==> config.mk <==
export PLATFORM = sky130hd
export DESIGN_NAME = gamepad_scanner
export DESIGN_NICKNAME = d
export VERILOG_FILES = /design/src/rtl/gamepad_scanner.sv
export SDC_FILE = /design/constraint.sdc
export NUM_CORES = 1
export LEC_CHECK = 0
export CAP_MARGIN = 20
export CORE_MARGIN = 10
export CORE_UTILIZATION = 45
export DETAILED_ROUTE_END_ITERATION = 8
export GPL_ROUTABILITY_DRIVEN = 0
export PLACE_DENSITY = 0.67
export SYNTH_ARGS = -nofsm -noshare
export SYNTH_HDL_FRONTEND = slang
export SYNTH_SLANG_ARGS = --single-unit
export TNS_END_PERCENT = 10
==> constraint.sdc <==
create_clock -name CLOCK_50 -period 2.2 [get_ports CLOCK_50]
set_clock_uncertainty 0.05 [all_clocks]
set_input_delay 0.22 -clock CLOCK_50 [delete_from_list [all_inputs] [get_ports CLOCK_50]]
set_output_delay 0.22 -clock CLOCK_50 [all_outputs]
set_load 0.02 [all_outputs]
==> src/rtl/gamepad_scanner.sv <==
// -----------------------------------------------------------------------------
// gamepad_scanner
//
// Scans a Mega Drive style 3-button pad on six active-low lines. It drives
// pad_sel high then low, samples each phase after a settle time, assembles
// an 8-bit button vector and debounces it across consecutive scans.
//
// Optional feature macro: GAMEPAD_REPEAT_EN
//   Defined   : direction bits [3:0] auto-repeat on btn_pressed while held.
//   Undefined : btn_pressed fires only on 0->1 edges; REPEAT_* are ignored.
//
// Ports:
//   CLOCK_50     in   system clock
//   rst_n        in   asynchronous active-low reset
//   pad_in[5:0]  in   raw pad lines, active-low, asynchronous
//   pad_sel      out  pad select line (high except during the low phase)
//   buttons[7:0] out  debounced buttons, active-high
//                     {Start, C, B, A, Right, Left, Down, Up}
//   btn_pressed  out  one-cycle press (and repeat) pulses
//   scan_valid   out  one-cycle pulse in the COMMIT cycle of every scan
//   pad_present  out  pad detected on the last completed scan
// -----------------------------------------------------------------------------
module gamepad_scanner #(
    parameter int SCAN_DIV       = 50000,
    parameter int SETTLE_CYCLES  = 250,
    parameter int DEBOUNCE_SCANS = 3,
    parameter int REPEAT_DELAY   = 300,
    parameter int REPEAT_RATE    = 100
) (
    input  logic       CLOCK_50,
    input  logic       rst_n,
    input  logic [5:0] pad_in,
    output logic       pad_sel,
    output logic [7:0] buttons,
    output logic [7:0] btn_pressed,
    output logic       scan_valid,
    output logic       pad_present
);

    typedef enum logic [1:0] {
        S_IDLE,
        S_SEL_HI,
        S_SEL_LO,
        S_COMMIT
    } state_t;

    // One phase counter serves both the idle wait and the settle phases.
    localparam int CNT_MAX = (SCAN_DIV > SETTLE_CYCLES) ? SCAN_DIV : SETTLE_CYCLES;
    localparam int CNT_W   = $clog2(CNT_MAX);
    localparam logic [CNT_W-1:0] IDLE_LAST   = CNT_W'(SCAN_DIV - 1);
    localparam logic [CNT_W-1:0] SETTLE_LAST = CNT_W'(SETTLE_CYCLES - 1);

    localparam int DEB_W = $clog2(DEBOUNCE_SCANS + 1);
    localparam logic [DEB_W-1:0] DEB_MAX = DEB_W'(DEBOUNCE_SCANS);

    state_t           r_state;
    state_t           w_next_state;
    logic [CNT_W-1:0] r_cnt;
    logic             w_pad_sel_nxt;
    logic             w_scan_valid_nxt;
    logic             r_pad_sel;
    logic             r_scan_valid;

    logic [5:0]       r_sync1;
    logic [5:0]       r_sync2;
    logic [5:0]       w_pad;
    logic [5:0]       r_hi;
    logic [5:2]       r_lo;     // lo[1:0] duplicates Up/Down from the high phase

    logic             w_present;
    logic [7:0]       w_sample;
    logic [DEB_W-1:0] w_stable_nxt;
    logic             w_update;
    logic [7:0]       w_buttons_nxt;
    logic [7:0]       w_pulse;

    logic [7:0]       r_last_sample;
    logic [DEB_W-1:0] r_stable;
    logic [7:0]       r_buttons;
    logic [7:0]       r_pressed;
    logic             r_present;

    // ------------------------------------------------------------------
    // Input synchronizer. Lines idle high, so reset to 1 to avoid a
    // phantom all-pressed sample right after reset.
    // ------------------------------------------------------------------
    // NOTE: sequential state uses non-blocking assignments so every flop
    // samples the pre-edge value regardless of statement order.
    always_ff @(posedge CLOCK_50 or negedge rst_n) begin
        if (!rst_n) begin
            r_sync1 <= '1;
            r_sync2 <= '1;
        end else begin
            r_sync1 <= pad_in;
            r_sync2 <= r_sync1;
        end
    end

    assign w_pad = ~r_sync2;

    // ------------------------------------------------------------------
    // Scan FSM
    // ------------------------------------------------------------------
    always_ff @(posedge CLOCK_50 or negedge rst_n) begin
        if (!rst_n) begin
            r_state      <= S_IDLE;
            r_pad_sel    <= 1'b1;
            r_scan_valid <= 1'b0;
        end else begin
            r_state      <= w_next_state;
            r_pad_sel    <= w_pad_sel_nxt;
            r_scan_valid <= w_scan_valid_nxt;
        end
    end

    // Outputs are decoded from the next state and registered, so pad_sel
    // leaves on a clean flop edge aligned with the state change.
    // NOTE: every signal gets a default before the case so no path
    // leaves it unassigned (which would infer a latch).
    always_comb begin
        w_next_state     = r_state;
        w_pad_sel_nxt    = 1'b1;
        w_scan_valid_nxt = 1'b0;
        case (r_state)
            S_IDLE:   if (r_cnt == IDLE_LAST)   w_next_state = S_SEL_HI;
            S_SEL_HI: if (r_cnt == SETTLE_LAST) w_next_state = S_SEL_LO;
            S_SEL_LO: if (r_cnt == SETTLE_LAST) w_next_state = S_COMMIT;
            default:                            w_next_state = S_IDLE;
        endcase
        if (w_next_state == S_SEL_LO) w_pad_sel_nxt    = 1'b0;
        if (w_next_state == S_COMMIT) w_scan_valid_nxt = 1'b1;
    end

    // Phase counter restarts on every state change; capture happens on the
    // last settle cycle, when the synchronizer has long since caught up.
    always_ff @(posedge CLOCK_50 or negedge rst_n) begin
        if (!rst_n) begin
            r_cnt <= '0;
            r_hi  <= '0;
            r_lo  <= '0;
        end else begin
            if (w_next_state != r_state) r_cnt <= '0;
            else                         r_cnt <= r_cnt + 1'b1;
            if (r_state == S_SEL_HI && r_cnt == SETTLE_LAST) r_hi <= w_pad;
            if (r_state == S_SEL_LO && r_cnt == SETTLE_LAST) r_lo <= w_pad[5:2];
        end
    end

    // ------------------------------------------------------------------
    // Assembly and debounce (only consumed in COMMIT)
    // ------------------------------------------------------------------
    // A 3-button pad grounds Left/Right while select is low.
    assign w_present = r_lo[2] & r_lo[3];
    assign w_sample  = w_present ? {r_lo[5], r_hi[5], r_hi[4], r_lo[4],
                                    r_hi[3], r_hi[2], r_hi[1], r_hi[0]} : 8'h00;

    assign w_stable_nxt  = (w_sample != r_last_sample) ? DEB_W'(1) :
                           (r_stable == DEB_MAX)       ? DEB_MAX   :
                                                         r_stable + 1'b1;
    assign w_update      = (w_stable_nxt == DEB_MAX) && (w_sample != r_buttons);
    assign w_buttons_nxt = w_update ? w_sample : r_buttons;

`ifdef GAMEPAD_REPEAT_EN
    localparam int REP_MAX = (REPEAT_DELAY > REPEAT_RATE) ? REPEAT_DELAY : REPEAT_RATE;
    localparam int REP_W   = $clog2(REP_MAX + 1);
    localparam logic [REP_W-1:0] REP_DELAY_LAST = REP_W'(REPEAT_DELAY - 1);
    localparam logic [REP_W-1:0] REP_RATE_LAST  = REP_W'(REPEAT_RATE - 1);

    logic [3:0][REP_W-1:0] r_rep_cnt;
    logic [3:0][REP_W-1:0] w_rep_cnt_nxt;
    logic [3:0]            r_rep_on;    // first repeat already fired
    logic [3:0]            w_rep_on_nxt;
    logic [3:0]            w_repeat;

    // A bit counts only while it was set before and stays set after this
    // commit; a fresh press, release or absent pad restarts it.
    always_comb begin
        w_repeat      = '0;
        w_rep_cnt_nxt = r_rep_cnt;
        w_rep_on_nxt  = r_rep_on;
        for (int i = 0; i < 4; i++) begin
            if (r_buttons[i] && w_buttons_nxt[i] && w_present) begin
                if (r_rep_cnt[i] == (r_rep_on[i] ? REP_RATE_LAST : REP_DELAY_LAST)) begin
                    w_repeat[i]      = 1'b1;
                    w_rep_cnt_nxt[i] = '0;
                    w_rep_on_nxt[i]  = 1'b1;
                end else begin
                    w_rep_cnt_nxt[i] = r_rep_cnt[i] + 1'b1;
                end
            end else begin
                w_rep_cnt_nxt[i] = '0;
                w_rep_on_nxt[i]  = 1'b0;
            end
        end
    end

    always_ff @(posedge CLOCK_50 or negedge rst_n) begin
        if (!rst_n) begin
            r_rep_cnt <= '0;
            r_rep_on  <= '0;
        end else if (r_state == S_COMMIT) begin
            r_rep_cnt <= w_rep_cnt_nxt;
            r_rep_on  <= w_rep_on_nxt;
        end
    end

    assign w_pulse = (w_update ? (w_sample & ~r_buttons) : 8'h00) | {4'h0, w_repeat};
`else
    assign w_pulse = w_update ? (w_sample & ~r_buttons) : 8'h00;
`endif

    always_ff @(posedge CLOCK_50 or negedge rst_n) begin
        if (!rst_n) begin
            r_last_sample <= '0;
            r_stable      <= '0;
            r_buttons     <= '0;
            r_pressed     <= '0;
            r_present     <= 1'b0;
        end else begin
            r_pressed <= '0;
            if (r_state == S_COMMIT) begin
                r_last_sample <= w_sample;
                r_stable      <= w_stable_nxt;
                r_buttons     <= w_buttons_nxt;
                r_pressed     <= w_pulse;
                r_present     <= w_present;
            end
        end
    end

    assign pad_sel     = r_pad_sel;
    assign scan_valid  = r_scan_valid;
    assign buttons     = r_buttons;
    assign btn_pressed = r_pressed;
    assign pad_present = r_present;

endmodule

# After elaboration in Yosys (flattened, before gate mapping)
# Index checks and enable logic that the tools add are counted.
[classes]
n_addsub = 2
mul = 0
div_mod_pow = 0
magnitude_cmp = 0
eq_ne = 12
shifts = 0
muxes = 12
n_bitwise = 4
reduce_logical = 5
[op_table]
columns = ["operator", "n"]
rows = [
  ["$mux W8", 3],
  ["$add A16 B1 Y16 const B", 1],
  ["$eq A16 B16 Y1 const B", 1],
  ["$eq A16 B8 Y1 const B", 1],
  ["$mux W16", 1],
  ["$ne A8 B8 Y1", 2],
  ["$eq A2 B2 Y1 const B", 6],
  ["$mux W2", 5],
  ["$and A8 B8 Y8", 1],
  ["$not A8 Y8", 1],
  ["$not A6 Y6", 1],
  ["$pmux W2 S3", 1],
  ["$logic_and A1 B1 Y1", 3],
  ["$add A2 B1 Y2 const B", 1],
  ["$eq A2 B1 Y1 const B", 1],
  ["$logic_not A2 Y1", 1],
  ["$mux W1", 2],
  ["$ne A2 B2 Y1", 1],
  ["$reduce_and A2 Y1", 1],
  ["$and A1 B1 Y1", 1],
]
[totals]
register_bits = 69
latch_bits = 0
ramBits = 0
mem_bits_ro = 0
in_bits = 8
out_inout_bits = 19
word_cells = 48
mem_count = 0

# Depth between registers and ports, before layout
# Gate-level depths: netlist (run 1).
[logic_depth]
ltp_word = 8
ltp_mapped = 10
depth_no_buf = 8

# Worst setup path after synthesis (run 1)
# No wires, ideal clock.
[synth_timing]
path_type = "register -> register"
startpoint = "reg r_lo[2] (netlist bit)"
endpoint = "reg r_buttons[2], in the netlist buttons[2]"
setup_time_ns = 0.125
arrival_ns = 2.046
required_ns = 2.025
slack_ns = -0.021
path_stages_with_launch = 10
n_path_buf = 1
period_less_slack_ns = 2.221
cell_sequence = "dfrtp_1 and2_1 buf_2 nand2_1 inv_1 ha_1 nand4_1 o2111ai_1 nor4_4 mux2_2"
[synth_between]
elab_chain_cells = 7
elab_cells_between_ends = 8
classes_between = "eq/ne (3); mux (2); bitwise (1); reduce/logical (2)"
[synth_lines]
columns = ["item", "line", "text"]
rows = [
  ["start: declaration", "68", "logic [5:2] r_lo;"],
  ["start signal: assignment", "145", "if (r_state == S_SEL_LO && r_cnt == SETTLE_LAST) r_lo <= w_pad[5:2];"],
  ["$and A1 B1 Y1 *", "153", "assign w_present = r_lo[2] & r_lo[3];"],
  ["$mux W8 *", "154", "assign w_sample = w_present ? {r_lo[5], r_hi[5], r_hi[4], r_lo[4],"],
  ["named net w_sample[7]", "71", "logic [7:0] w_sample;"],
  ["$ne A8 B8 Y1", "157", "assign w_stable_nxt = (w_sample != r_last_sample) ? DEB_W'(1) :"],
  ["$mux W2", "157", ""],
  ["$eq A2 B2 Y1", "160", "assign w_update = (w_stable_nxt == DEB_MAX) && (w_sample != r_buttons);"],
  ["$logic_and A1 B1 Y1 *", "160", ""],
  ["$reduce_and A2 Y1 (no source line) *", "n/a", ""],
  ["end signal: assignment", "224", "r_buttons <= w_buttons_nxt;"],
  ["end: declaration", "79", "logic [7:0] r_buttons;"],
]
# Mark *: on every way through the listed nets, which the timed path passes. The rest lies on a longest branch.
# A chain may end at the register's enable or synchronous reset.

# Final worst setup path (run 1)
[layout_timing]
startpoint = "reg r_lo[4] (netlist bit)"
endpoint = "reg r_buttons[6], in the netlist buttons[6]"
[layout_between]
elab_chain_cells = 6
elab_cells_between_ends = 7
classes_between = "eq/ne (3); mux (2); reduce/logical (2)"
[layout_lines]
columns = ["item", "line"]
rows = [
  ["$mux W8 *", "154"],
  ["$ne A8 B8 Y1", "157"],
  ["$mux W2", "157"],
  ["$eq A2 B2 Y1", "160"],
  ["$logic_and A1 B1 Y1 *", "160"],
  ["$reduce_and A2 Y1 (no source line) *", "n/a"],
]
# Every way passes the cells marked *; elsewhere a longest branch is shown, timed or not.

==> key figures, run 1 <==
Outcome
  • Status: finished with violations
  • Violated checks: setup timing

Finish
  • Layout cells sized above 1: ~29%
  • Number of diodes: 0
  • Net count, final: 346
  • Commonest cells after routing, fill and taps aside: dfrtp_1, nor2_1, clkdlybuf4s50_1, buf_4, nand2_1
  • Most common cell after layout, fill and taps aside: dfrtp_1
  • Final Util: approximately three fifths
  • Area Overhead vs Synth: 30.1%
  • FILL cells: 530

Power and ir drop
  • Pwr per Cell Area: 564 mW/mm^2
  • Peak supply drop: 387 uV
  • LEAKAGE: 1.78 nW

Synthesis
  • Post-synthesis cell area: 0.00305 mm^2
  • Mean Syn Cell Area: 11.2 um^2
  • Synth top area cells: dfrtp_1, dfstp_2, nor2_1, ha_1, mux2_2
  • Post-synth top flop: dfrtp_1
  • Netlist cell types: 42
  • Syn Inst Count: between 200 and 300
  • Seq/Total Area, Yosys: between 50 and 60%
  • Largest area contributor in the netlist: dfrtp_1
  • Post-synth EDFFs: 0
  • Yosys top cell area share: 45.9%
  • Syn Nets: 290
  • Post-synth ARST share: 100%
  • Synth Register Bits: 69
  • Yosys warns: 0

Hold path
  • HP Class: primary input to flop
  • Hold path startpoint: pad_in[5]
  • WHS Endpoint: r_sync1[5]
  • Hold depth: 1

Drt
  • TritonRoute pass-1 iters: 4
  • 1st-iter DRT viols: 87
  • Vias/cell: 5.14
  • Per-cell routed wire length: 14.3 um
  • ANT nets after route: 0
  • Post-Route WL: between 5 and 6 mm
  • DRC: 0
  • Via Count: 2106

Flow run
  • MaxCap Viol Count: 0

Critical path
  • Internal reg-to-reg setup slack: -0.05 ns
  • Critical path fanouts, max: 5
  • Worst R2R Start: r_lo[4]
  • Worst setup SP type: flop
  • Crit Reg-Reg Endpoint: buttons[6]
  • Crit path kind: flop to flop
  • Critical Path AT: 2.43 ns
  • Critical Path RT: 2.37 ns
  • Crit end category: flop
  • FF-to-FF path depth: 6

Clock network
  • TritonCTS clock tree: yes
  • Clock Latency Late Sink: about 0.34 ns
  • Clock Tree Root: clkbuf_8
  • Max clock buf depth: 2
  • Sink Count: 69
  • Worst-path clk slew: 0.07 ns
  • TritonCTS Buffers: 9
  • Max H-tree Level: 3

STA
  • Final Hold Viols: 0
  • Max_slew headroom: between 60% and 70%
  • Pins over their slew limit: 0
  • Final min period: 2.25 ns
  • Worst Max-Slew Pin Slew: 0.579 ns
  • RSZ-0062 raised after global routing: true
  • F_max: approximately 0.44 GHz
  • Final worst setup slack: -0.0531 ns
  • Final period util: 102%
  • Setup violators final: 7

Die
  • Ports: 27
  • Die area: 0.0105 mm^2
  • Starting Density: 47.2%
  • Core area: 0.00646 mm^2
  • Die width: roughly 100 um
  • Std-Cell Rows: 29
  • Die Height: 102 um

Global route
  • Largest net degree at the start of global routing: 46
  • Initial antenna violation count: 0
  • Tot GR Track Use: 11.4%
  • Vias in the first global route: 2035
  • GRT Residual Overflow: 0
  • First-pass GRT wire length: 9.40 mm

Placement
  • Dpl hpwl: about 4 mm
  • Pre-CTS setup slack: -0.0432 ns
  • Port Buffers: 26
worst max path at each step:
stage,slack (ns),endpoint,cells past startpoint,startpoint
3_5_place_dp,-0.04,buttons[1],10,r_lo[3]
4_1_cts,0.01,buttons[1],10,r_lo[2]
2_1_floorplan,-0.02,buttons[2],9,r_lo[2]
5_1_grt,-0.14,buttons[6],6,r_hi[5]
3_3_place_gp,0.04,buttons[3],9,r_lo[2]
6_report,-0.05,buttons[6],6,r_lo[4]
report_power, final:
part	total, W	switching (W)	internal [W]
clock	0.000905	0.000434	0.000471
combinational	0.0000400	0.0000252	0.0000148
sequential	0.00129	0.00000382	0.00129
cell type report:
| type | count | area, um^2 | area share [%] |
|---|---|---|---|
| sequential | 69 | 1740 | 43.9 |
| tap | 77 | 96.3 | 2.43 |
| clock buffer | 15 | 166 | 4.19 |
| clock inverter | 1 | 5.00 | 0.126 |
| inverter | 16 | 65.1 | 1.64 |
| multi-input combinational | 180 | 1420 | 35.7 |
| timing repair buffer | 52 | 478 | 12.0 |
synthesized netlist by cell type (all sizes together), types with 8 or more instances:
| master | instances |
|---|---|
| a21oi | 11 |
| nand2 | 19 |
| xnor2 | 10 |
| ha | 10 |
| dfstp | 13 |
| dfrtp | 56 |
| nor2 | 40 |
| xor2 | 8 |
| inv | 16 |
| and2 | 9 |
| mux2 | 10 |
worst max-delay path, cell delays in order, from the launching register on:
cell      delay, ns
dfrtp_1        0.45
or2_2          0.30
a211oi_1       0.32
o32ai_2        0.15
nor4_4         0.36
buf_2          0.22
mux2_4         0.30
registers in the layout (all words and copies together) (netlist names):
signal,flops
btn_pressed,8
buttons,8
pad_present,1
pad_sel,1
r_cnt,16
r_hi,6
r_last_sample,8
r_lo,4
r_stable,2
r_state,2
r_sync1,6
r_sync2,6
scan_valid,1
cells by family after synthesis:
group / count (synthesis) / share of synthesized area [%]
and+or+nand+nor: 108 / 18.9
DFF: 69 / 57.1
xor gates and xnor gates: 18 / 5.17
muxes: 13 / 4.67
AOI/OAI and AO/OA: 31 / 6.76
adders and majority gates: 10 / 4.10
buffers and inverters: 23 / 3.32
stage by stage:
stage               hold WS [ns]  TNS, ns  instance area (um^2)  total power [W]  std cells
finish                     0.233   -0.181                  3970          0.00224        410
global route               0.221    -1.05                  3970          0.00232        410
CTS                        0.217        0                  3720          0.00228        406
detailed placement         0.201   -0.168                  3530          0.00136        389
global placement           0.193        0                  3530          0.00136        389
floorplan                 -0.126   -0.106                  3050          0.00131        272
timing repair:
| item | 4_1_cts | 5_1_grt |
|---|---|---|
| cloned | 0 | 1 |
| pin swaps | 0 | 10 |
| buffers inserted | 0 | 3 |
| endpoints found under the setup margin | 9 | 10 |
| hold buffers | 1 | 0 |
| hold endpoints to repair | 17 | 0 |
| resized for setup | 3 | 38 |
per-layer routing:
layer / track usage, % / wire, um / vias to the layer above
met4: 7.38 / 102 / 0
met5: 0 / 0 / -
li1: - / - / 1044
met3: 2.83 / 283 / 6
met2: 16.5 / 2690 / 45
met1: 14.8 / 2810 / 1011
(Power assumes the default switching activity.)
==> run 2, diff against run 1 <==
--- a/config.mk
+++ b/config.mk
@@ -7,10 +7,11 @@
 export LEC_CHECK = 0
 export CAP_MARGIN = 20
 export CORE_MARGIN = 10
-export CORE_UTILIZATION = 45
+export CORE_UTILIZATION = 51
 export DETAILED_ROUTE_END_ITERATION = 8
 export GPL_ROUTABILITY_DRIVEN = 0
-export PLACE_DENSITY = 0.67
+export MAX_ROUTING_LAYER = met4
+export PLACE_DENSITY = 0.75
 export SYNTH_ARGS = -nofsm -noshare
 export SYNTH_HDL_FRONTEND = slang
 export SYNTH_SLANG_ARGS = --single-unit
==> run 2 against run 1 <==
Effect of this change: core utilization rose by 7.9 points; sequential cell count did not move; register-to-register slack improved by 0.11 ns; critical path depth rose by 1; the flow now finishes without violations; highest routed layer unchanged; first-iteration DRC count fell by 46%; setup slack improved by 0.11 ns; combinational power barely moved; clock power rose by 14%; hold slack got worse by 0.0069 ns; via count rose by 3.7%; maximum frequency rose by 5.2%.
==> key figures, run 2 (same netlist as run 1, synthesis figures left out) <==
Critical path
  • Critical Path AT: approximately 2.3 ns
  • Critical Path RT: roughly 2.4 ns
  • Crit end category: flop
  • Critical path fanouts, max: 6
  • FF-to-FF path depth: 7
  • Crit path kind: flop to flop
  • Worst setup SP type: flop

Drt
  • Via Count: 2183
  • Per-cell routed wire length: 15.1 um
  • ANT nets after route: 0
  • Vias/cell: 5.26
  • DRC: 0
  • Post-Route WL: 6.29 mm
  • TritonRoute pass-1 iters: 4
  • 1st-iter DRT viols: between 40 and 50

Die
  • Die width: 97.4 um
  • Die Height: 97.4 um
  • Std-Cell Rows: 28
  • Ports: 27
  • Starting Density: between 50% and 60%
  • Core area: slightly below 0.006 mm^2
  • Die area: 0.00948 mm^2

Finish
  • Register Area: 0.00175 mm^2
  • Area Overhead vs Synth: 32.9%
  • Finished Layout Cells: 415
  • Top reg by flops: r_cnt
  • Largest register FFs: 16
  • Number of diodes: 0
  • Multi-input gate area: 0.00142 mm^2
  • Layout cells sized above 1: 34.4%
  • Commonest cells after routing, fill and taps aside: dfrtp_1, nor2_1, clkdlybuf4s50_1, buf_4, nand2_1
  • Most common cell after layout, fill and taps aside: dfrtp_1
  • FILL cells: ~420
  • Net count, final: between 300 and 400

Hold path
  • HP Class: primary input to flop
  • Hold depth: 1

Outcome
  • Status: finished, final reports clean

Clock network
  • TritonCTS clock tree: yes
  • TritonCTS Buffers: 9
  • Worst-path clk slew: approximately 0.070 ns
  • Max clock buf depth: 2
  • Clock Latency Late Sink: 0.35 ns
  • Sink Count: between 60 and 70
  • Max H-tree Level: 3
  • Clock Tree Root: clkbuf_8

STA
  • Final period util: between 90% and 100%
  • F_max: 0.467 GHz
  • Setup violators final: 0
  • Final worst setup slack: just under 0.06 ns
  • RSZ-0062 raised after global routing: true
  • Max_slew headroom: 66.0%
  • Final Hold Viols: 0
  • Final min period: 2.14 ns
  • Pins over their slew limit: 0
  • Worst Max-Slew Pin Slew: 0.510 ns

Power and ir drop
  • Peak supply drop: 398 uV
  • Pwr per Cell Area: 582 mW/mm^2
  • LEAKAGE: 1.79 nW

Placement
  • Port Buffers: 26
  • Dpl hpwl: 4.01 mm
  • Inst Count DP: 387
  • Pre-CTS setup slack: -0.0832 ns

Global route
  • Largest net degree at the start of global routing: between 40 and 50
  • Vias in the first global route: 2271
  • Tot GR Track Use: 13.8%
  • GRT Residual Overflow: 0
  • Initial antenna violation count: 0
  • First-pass GRT wire length: 10.7 mm

Flow run
  • MaxCap Viol Count: 0
run 2: cell count changes in the layout (fill, tap and decap cells not counted), sizes merged:
cell,delta
bufinv,+1
clkbuf,-5
clkinv,+4
buf,+7
run 2: final timing paths:
check	start	to	slack, ns
setup / recovery	r_lo[2]	buttons[2]	0.06
setup reg to reg	r_lo[2]	buttons[2]	0.06
hold / removal	pad_in[5]	r_sync1[5]	0.23
max in group asynchronous	rst_n	r_sync2[5]	1.10
min in group asynchronous	rst_n	buttons[3]	0.33
hold reg to reg	r_sync1[0]	r_sync2[0]	0.31
run 2: cell type report:
class | instances | area share [%]
Multi-Input combinational cell | 180 | 35.0
Timing Repair Buffer | 59 | 13.2
Clock buffer | 10 | 3.39
Inverter | 16 | 1.48
Tap cell | 75 | 2.31
Sequential cell | 69 | 43.1
Clock inverter | 6 | 1.54
run 2: power breakdown:
part / total [W] / internal (W) / leakage [nW] / switching (W)
Sequential: 0.00129 / 0.00129 / 0.900 / 0.00000426
Combinational: 0.0000398 / 0.0000148 / 0.783 / 0.0000250
Clock: 0.00103 / 0.000552 / 0.106 / 0.000477
run 2: per-layer routing:
metal / GRT usage, % / wire, um
met2: 21.0 / 3020
met1: 16.6 / 2830
met3: 3.63 / 333
met5: - / 0
met4: 6.94 / 95
run 2: timing repair:
action | in CTS | in global routing
cloned | 1 | 0
hold endpoints to repair | 21 | 0
setup endpoints to repair | 12 | 16
gates resized for setup | 29 | 18
hold buffers | 1 | 0
buffers inserted | 7 | 4
pin swaps | 6 | 8
run 2: stage by stage:
stage	cell area (um^2)	hold WS (ns)	power (W)	TNS, ns	utilization [%]
finish	4060	0.226	0.00236	0	69.3
global placement	3530	0.164	0.00136	0	60.3
floorplan	3050	-0.126	0.00131	-0.106	-
CTS	3950	0.213	0.00239	0	67.6
global route	4060	0.214	0.00244	-0.172	69.3
detailed placement	3530	0.170	0.00136	-0.774	60.3
run 2: worst max-delay path: stages (launching register included):
cell and delay (ns):
dfrtp_2 0.45, and2_4 0.20, buf_4 0.14, a211oi_2 0.19, o32ai_2 0.14, nor4_4 0.35
buf_6 0.19, mux2_4 0.31
==> run 3, diff against run 2 <==
--- a/config.mk
+++ b/config.mk
@@ -11,7 +11,7 @@
 export DETAILED_ROUTE_END_ITERATION = 8
 export GPL_ROUTABILITY_DRIVEN = 0
 export MAX_ROUTING_LAYER = met4
-export PLACE_DENSITY = 0.75
+export PLACE_DENSITY = 0.81
 export SYNTH_ARGS = -nofsm -noshare
 export SYNTH_HDL_FRONTEND = slang
 export SYNTH_SLANG_ARGS = --single-unit
==> run 3 against run 2 <==
Effect of this change: maximum frequency shrank 1.5%; power up 5.6%; first-iteration DRC count grew to 2.5 times the previous value; clock power is 13% higher; sequential cell count unchanged; register-to-register slack worse by 0.03 ns; setup slack got worse by 0.033 ns; combinational power grew 5.0%; cell area is 0.83% lower; global-route usage shrank 0.93 points; critical endpoint unchanged; largest cell class unchanged.
==> key figures, run 3 (same netlist as run 1, synthesis figures left out) <==
Finish
  • Layout cells sized above 1: between 20% and 30%
  • Largest register FFs: 16
  • Top reg by flops: r_cnt
  • Commonest cells after routing, fill and taps aside: dfrtp_1, nor2_1, clkdlybuf4s50_1, buf_4, nand2_1
  • Net count, final: 345
  • Most common cell after layout, fill and taps aside: dfrtp_1
  • Area Overhead vs Synth: 31.8%
  • Post-route cell area: roughly 0.0040 mm^2
  • Number of diodes: 0
  • Final Util: between 60% and 70%

Clock network
  • Clock Tree Root: clkbuf_8
  • Max clock buf depth: 2
  • Max H-tree Level: 3
  • Sink Count: 69
  • Worst-path clk slew: 0.07 ns
  • TritonCTS clock tree: yes
  • Clock Latency Late Sink: 0.35 ns
  • TritonCTS Buffers: 9

Hold path
  • Hold path startpoint: pad_in[2]
  • HP Class: primary input to flop
  • Hold depth: 1
  • WHS Endpoint: r_sync1[2]

STA
  • Final min period: 2.17 ns
  • Max_slew headroom: about 53%
  • Pins over their slew limit: 0
  • F_max: 0.460 GHz
  • Final period util: 98.8%
  • RSZ-0062 raised after global routing: true
  • Final worst setup slack: 0.0253 ns
  • Worst Max-Slew Pin Slew: ~0.7 ns
  • Final Hold Viols: 0
  • Setup violators final: 0
  • WHS: 0.222 ns

Power and ir drop
  • Peak supply drop: 457 uV
  • LEAKAGE: 1.79 nW
  • Pwr per Cell Area: slightly above 600 mW/mm^2

Drt
  • Met1 Routed Length: 2.78 mm
  • Post-Route WL: 6.49 mm
  • Per-cell routed wire length: 15.9 um
  • Metal2 WL: 3.18 mm
  • Vias/cell: 5.42
  • WL met3: around 370 um
  • ANT nets after route: 0
  • DRC: 0
  • 1st-iter DRT viols: 118
  • DR top layer: met4
  • TritonRoute pass-1 iters: 4
  • Via Count: 2204

Outcome
  • Status: finished, final reports clean

Die
  • Die Height: 97.4 um
  • Die width: 97.4 um
  • Ports: 27
  • Starting Density: 52.2%
  • Std-Cell Rows: 28
  • Core area: 0.00585 mm^2
  • Die area: ~0.0095 mm^2

Critical path
  • FF-to-FF path depth: 6
  • Critical path fanouts, max: 5
  • Crit end category: flop
  • Worst R2R Start: r_lo[4]
  • CP peak stage delay: 0.45 ns
  • Critical Path AT: 2.36 ns
  • Critical-path top delay cell: dfrtp_1
  • Critical Path RT: around 2.4 ns
  • Crit Reg-Reg Endpoint: buttons[2]
  • Crit path kind: flop to flop
  • Worst setup SP type: flop
  • Internal reg-to-reg setup slack: ~0.025 ns
  • CP cell instances: or2_2 > a211oi_2 > o32ai_2 > nor4_4 > buf_2 > mux2_4

Global route
  • Tot GR Track Use: 12.9%
  • Largest net degree at the start of global routing: 31
  • Initial antenna violation count: 0
  • Vias in the first global route: 2190
  • GRT Residual Overflow: 0
  • First-pass GRT wire length: 9.74 mm

Placement
  • Dpl hpwl: 4.13 mm
  • Port Buffers: 26
  • Pre-CTS setup slack: between 0.01 and 0.015 ns
  • Area after DPL: 0.00353 mm^2

Flow run
  • MaxCap Viol Count: 0
-- run 3: power by group --
part,internal (W),total (W),switching (W)
registers,0.00129,0.00129,0.00000463
logic,0.0000159,0.0000418,0.0000260
clock network,0.000696,0.00116,0.000461
-- run 3: what timing repair did --
action | in CTS | in global routing
hold endpoints to repair | 26 | 0
endpoints found under the setup margin | 0 | 14
buffers inserted | 0 | 4
hold buffers | 1 | 0
gates resized for setup | 0 | 38
-- run 3: metrics by stage --
stage | setup TNS [ns] | cells | power [W]
finish | 0 | 407 | 0.00249
global placement | 0 | 385 | 0.00136
CTS | 0 | 402 | 0.00252
floorplan | -0.106 | 272 | 0.00131
global route | -0.181 | 407 | 0.00258
detailed placement | 0 | 385 | 0.00136
-- run 3: how the worst max path moves through the flow --
stage	startpoint	cells past startpoint	to	slack, ns
after floorplan	r_lo[2]	9	buttons[2]	-0.02
after global routing	r_lo[3]	10	buttons[1]	-0.03
after detailed placement	r_lo[2]	8	buttons[3]	0.01
final	r_lo[4]	6	buttons[2]	0.03
after global placement	r_lo[2]	8	buttons[4]	0.07
after CTS	r_lo[2]	8	buttons[6]	0.0001
-- run 3: layout make-up --
class	count	area, um^2
Fill cell	395	1830
Timing Repair Buffer	51	483
Tap cell	75	93.8
Clock buffer	12	155
Multi-Input combinational cell	180	1420
Clock inverter	4	70.1
Sequential cell	69	1740
Inverter	16	60.1
-- run 3: routing by layer --
| metal | GRT usage (%) | up-vias |
|---|---|---|
| met1 | 14.3 | 1096 |
| met4 | 7.49 | 0 |
| li1 | - | 1041 |
| met5 | - | - |
| met2 | 19.5 | 51 |
| met3 | 4.62 | 16 |
-- run 3: critical path, delay by kind of cell, from the launching register on --
family,cells,cell delay (ns)
mux,1,0.30
simple gates,2,0.67
buf+inv,1,0.20
flops,1,0.45
compound gates,2,0.39
